==> src/rtl/fuzz_pack_pipe.sv <==
// Elastic pipelined field-packing fuzz block: five W-bit words -> packed 3W+1 result.
// Optional running XOR signature / output counter enabled by FUZZ_PACK_SIG_EN.
module fuzz_pack_pipe #(
  parameter int unsigned W      = 11,
  parameter int unsigned STAGES = 2
) (
  input  logic         clk,
  input  logic         rst,
  input  logic         in_valid,
  output logic         in_ready,
  input  logic [W-1:0] wire0,
  input  logic [W-1:0] wire1,
  input  logic [W-1:0] wire2,
  input  logic [W-1:0] wire3,
  input  logic [W-1:0] wire4,
  output logic [3*W:0] y,
  output logic         out_valid,
  input  logic         out_ready
`ifdef FUZZ_PACK_SIG_EN
  ,
  output logic [3*W:0] sig,
  output logic [15:0]  sig_cnt
`endif
);

  logic [W-1:0]     f5;
  logic [W-1:0]     f6;
  logic [1:0]       f7;
  logic             f8;
  logic [W-4:0]     f9;
  logic             cond;
  logic [3*W:0]     packed_y;

  logic [3*W:0]     data [STAGES];
  logic [STAGES-1:0] v;
  logic [STAGES-1:0] ready;
  logic [STAGES-1:0] load;
  logic             drain;
  logic             accept;

  always_comb begin
    f5   = W'(wire3[W-1:3]);
    cond = |(wire4 | (wire1 ^ wire0));
    if (cond)
      f6 = f5 ~^ wire1;
    else if (wire0[W-2])
      f6 = wire1;
    else
      f6 = W'(7'h40);
    f7       = f5[3:2] >> (|wire2);
    f8       = ~|f5;
    f9       = f5[W-1:3];
    packed_y = {f9, f8, f7, f6, f5, 1'b0};
  end

  // ready[k] unrolled as "some later stage is empty, or the output drains",
  // so the chain is a running OR rather than a self-referencing vector.
  always_comb begin
    drain               = out_ready;
    ready               = '0;
    ready[STAGES-1]     = out_ready;
    for (int unsigned i = 1; i < STAGES; i++) begin
      drain               = drain || !v[STAGES-i];
      ready[STAGES-1-i]   = drain;
    end
    load = ~v | ready;
  end

  assign in_ready  = load[0] && !rst;
  assign accept    = in_valid && in_ready;
  assign y         = data[STAGES-1];
  assign out_valid = v[STAGES-1];

  // Data registers only move when a valid item arrives, so bubbles never
  // overwrite the last delivered result.
  always_ff @(posedge clk) begin
    if (rst) begin
      v <= '0;
      for (int unsigned i = 0; i < STAGES; i++)
        data[i] <= '0;
    end else begin
      if (load[0]) begin
        v[0] <= accept;
        if (accept)
          data[0] <= packed_y;
      end
      for (int unsigned i = 1; i < STAGES; i++) begin
        if (load[i]) begin
          v[i] <= v[i-1];
          if (v[i-1])
            data[i] <= data[i-1];
        end
      end
    end
  end

`ifdef FUZZ_PACK_SIG_EN
  always_ff @(posedge clk) begin
    if (rst) begin
      sig     <= '0;
      sig_cnt <= '0;
    end else if (out_valid && out_ready) begin
      sig     <= sig ^ y;
      sig_cnt <= sig_cnt + 16'd1;
    end
  end
`endif

endmodule

==> config.mk <==
export PLATFORM = sky130hd
export DESIGN_NAME = fuzz_pack_pipe
export DESIGN_NICKNAME = d
export VERILOG_FILES = /design/src/rtl/fuzz_pack_pipe.sv
export SDC_FILE = /design/constraint.sdc
export NUM_CORES = 1
export LEC_CHECK = 0
export BUFFER_PORTS_ARGS = -buffer_cell sky130_fd_sc_hd__buf_2
export CAP_MARGIN = 15
export CELL_PAD_IN_SITES_DETAIL_PLACEMENT = 1
export CELL_PAD_IN_SITES_GLOBAL_PLACEMENT = 1
export CORE_ASPECT_RATIO = 1.4
export CORE_MARGIN = 4
export CORE_UTILIZATION = 38
export CTS_BUF_LIST = sky130_fd_sc_hd__clkbuf_2
export CTS_CLUSTER_SIZE = 25
export DETAILED_ROUTE_END_ITERATION = 10
export GPL_ROUTABILITY_DRIVEN = 0
export PLACE_DENSITY_LB_ADDON = 0.05
export SETUP_SLACK_MARGIN = 0.1
export SYNTH_ARGS = -nofsm -noshare
export SYNTH_HDL_FRONTEND = slang
export SYNTH_SLANG_ARGS = --single-unit
==> constraint.sdc <==
create_clock -name clk -period 2.8 [get_ports clk]
set_input_delay 0.28 -clock clk [delete_from_list [all_inputs] [get_ports clk]]
set_output_delay 0.28 -clock clk [all_outputs]
set_load 0.02 [all_outputs]
==> impl_metrics.json <==
{
  "status": "finished, final reports clean",
  "clkSinkCount": 46,
  "final_core_util_pct": 45.75,
  "fin_crit_ns": 1.925,
  "totalWireLength_um": 4740,
  "crit_path_end_kind": "flop",
  "fill_cells": 696,
  "drt_iter0_drc": 44,
  "grt_setup_unrepaired": "false",
  "io_pins": 95,
  "syn_to_final_growth_pct": 15.15,
  "ctsHtreeMaxLevel": 2,
  "drt_pass1_iterations": 4,
  "grtUsageTotal_pct": 13.48,
  "fin_nets": 323,
  "core_um2": 5946,
  "cts_tree": "done",
  "ys_ff_latch": 46,
  "syn_area_per_cell_um2": 11.69,
  "die-area_um2": 7560,
  "post_drt_wl_per_cell_um": 14.15,
  "cts_buffers": 5,
  "antenna_found_initial": 0,
  "die_w_um": 74.64,
  "viasPerCell": 4.854,
  "grt_pass1_vias": 1692,
  "cts_resized": 0,
  "hp-class": "input pin to flop",
  "critical_path_class": "input pin to flop",
  "drive_gt1_share_pct": 38.64,
  "vias": 1626,
  "power.leakage_nw": 1.190,
  "crit_required_ns": 2.98,
  "setup_viol": 0,
  "drc": 0,
  "rows": 33,
  "cts_buffer_depth": 2,
  "powerDensity_nw_per_um2": 513.6,
  "clock.fmax_mhz": 519.5,
  "clk_pin_slew_ns": 0.20,
  "grt_max_degree": 31,
  "slew_violations": 0,
  "grt_pass1_wl_um": 7762,
  "multi_input_area_um2": 730.7,
  "crit_path_max_fanout": 13,
  "crit_path_start_kind": "input pin",
  "grt_overflow": 0,
  "cts_hold_buf": 0,
  "mostFrequentLayoutCells": "buf_2 (84), edfxtp_1 (44), and2_1 (28), nand3_1 (18), xnor2_1 (10)",
  "ant_nets": 0,
  "synth-edff-count": 44,
  "peakVddDrop_uv": 162.2,
  "regArea_um2": 1361,
  "synth_ff_type": "edfxtp_1",
  "syn-cell-area_um2": 2362,
  "async_flop_share_pct": 0,
  "yosysWarnings": 0,
  "io_buffers": 84,
  "final_common_cell": "buf_2",
  "hold_viol": 0,
  "maxCapViolCount": 0,
  "ctsRootBufferMaster": "clkbuf_2",
  "fp.dieH_um": 101.3,
  "synth_seq_area_share_pct": 57.63,
  "clk_latency_ns": 0.39,
  "post-route-period-util_pct": 68.75,
  "dp_hpwl_um": 3796,
  "start_util_pct": 39.73,
  "cts_setup_buffers": 0,
  "yosysUniqueCellTypes": 31,
  "skew_ns": 0.01204,
  "tns_ns": 0,
  "arrival_ns": 2.10,
  "syn_inst": 202
}
## where the power goes
| group | switching (mW) | internal (mW) |
|---|---|---|
| combinational | 0.134 | 0.0866 |
| clock | 0.196 | 0.159 |
| sequential | 0.0123 | 0.809 |
| total | 0.342 | 1.06 |
## metal layers
layer | share of wire, % | GRT usage (%) | vias up
li1 | - | - | 801
met1 | 39 | 15.49 | 755
met2 | 51 | 23.29 | 66
met3 | 8.2 | 3.774 | 4
met4 | 1.7 | 5.342 | 0
met5 | 0 | 0 | -
## path summary, 6_finish.rpt
path              startpoint  slack (ns)     endpoint  depth (start not counted)
setup reg to reg        v[0]        1.38  data[0][18]                          6
setup / recovery    wire0[9]        0.87  data[0][18]                          7
hold / removal           rst        0.10         v[1]                          2
hold reg to reg         v[0]        0.53         v[1]                          2
## final cells by class
class                   count  area share, %
repair buffers             89          16.84
clock inverters             1          1.104
multi-input cells         117          26.86
well taps                  70          3.220
inverters                   4         0.5520
diodes                      1        0.09200
flip-flops and latches     46          50.05
clock buffers               7          1.288
## state kept, by name, indices dropped and copies added (netlist names)
name / cells
v: 2
data: 44
## synth_stat cells, types with 4 or more instances
cell,instances,area [µm²]
edfxtp_1,44,1321
a31oi_1,8,50.05
nor4_1,7,43.79
xnor2_1,10,87.58
and2_1,28,175.2
or3_1,7,43.79
buf_4,34,255.2
inv_1,4,15.01
clkbuf_1,5,18.77
nor2_1,9,33.78
nand3_1,18,90.09
## stage by stage
stage	instance area, µm²	hold WS (ns)	setup WS [ns]	std cells	power (mW)
final	2720	0.1031	0.8749	335	1.397
after global routing	2718	0.07273	0.7921	334	1.465
after CTS	2718	0.07745	0.8655	334	1.416
after detailed placement	2653	0.5084	0.4093	326	1.064
after global placement	2653	0.5005	0.4471	326	1.056
after floorplan	2385	0.3524	0.7205	208	1.002
## kinds of logic (layout without fill, tap and decap cells)
logic type / Yosys count / count (layout) / synth area share, %
xor gates and xnor gates: 10 / 10 / 3.707
and+or+nand+nor: 81 / 81 / 19.86
other: 1 / 8 / 0.1587
DFF: 46 / 46 / 57.63
AOI/OAI and AO/OA: 16 / 16 / 4.343
adders and majority gates: 1 / 1 / 0.5296
buffers and inverters: 45 / 101 / 12.92
muxes: 2 / 2 / 0.8475
## critical path: stages
cell	delay [ns]
buf_2	0.17
ha_1	0.31
nor4_1	0.20
nand2_1	0.15
or4_4	0.66
mux2i_1	0.16
o21a_1	0.17
Note: power is estimated with default switching activity, not from simulation.
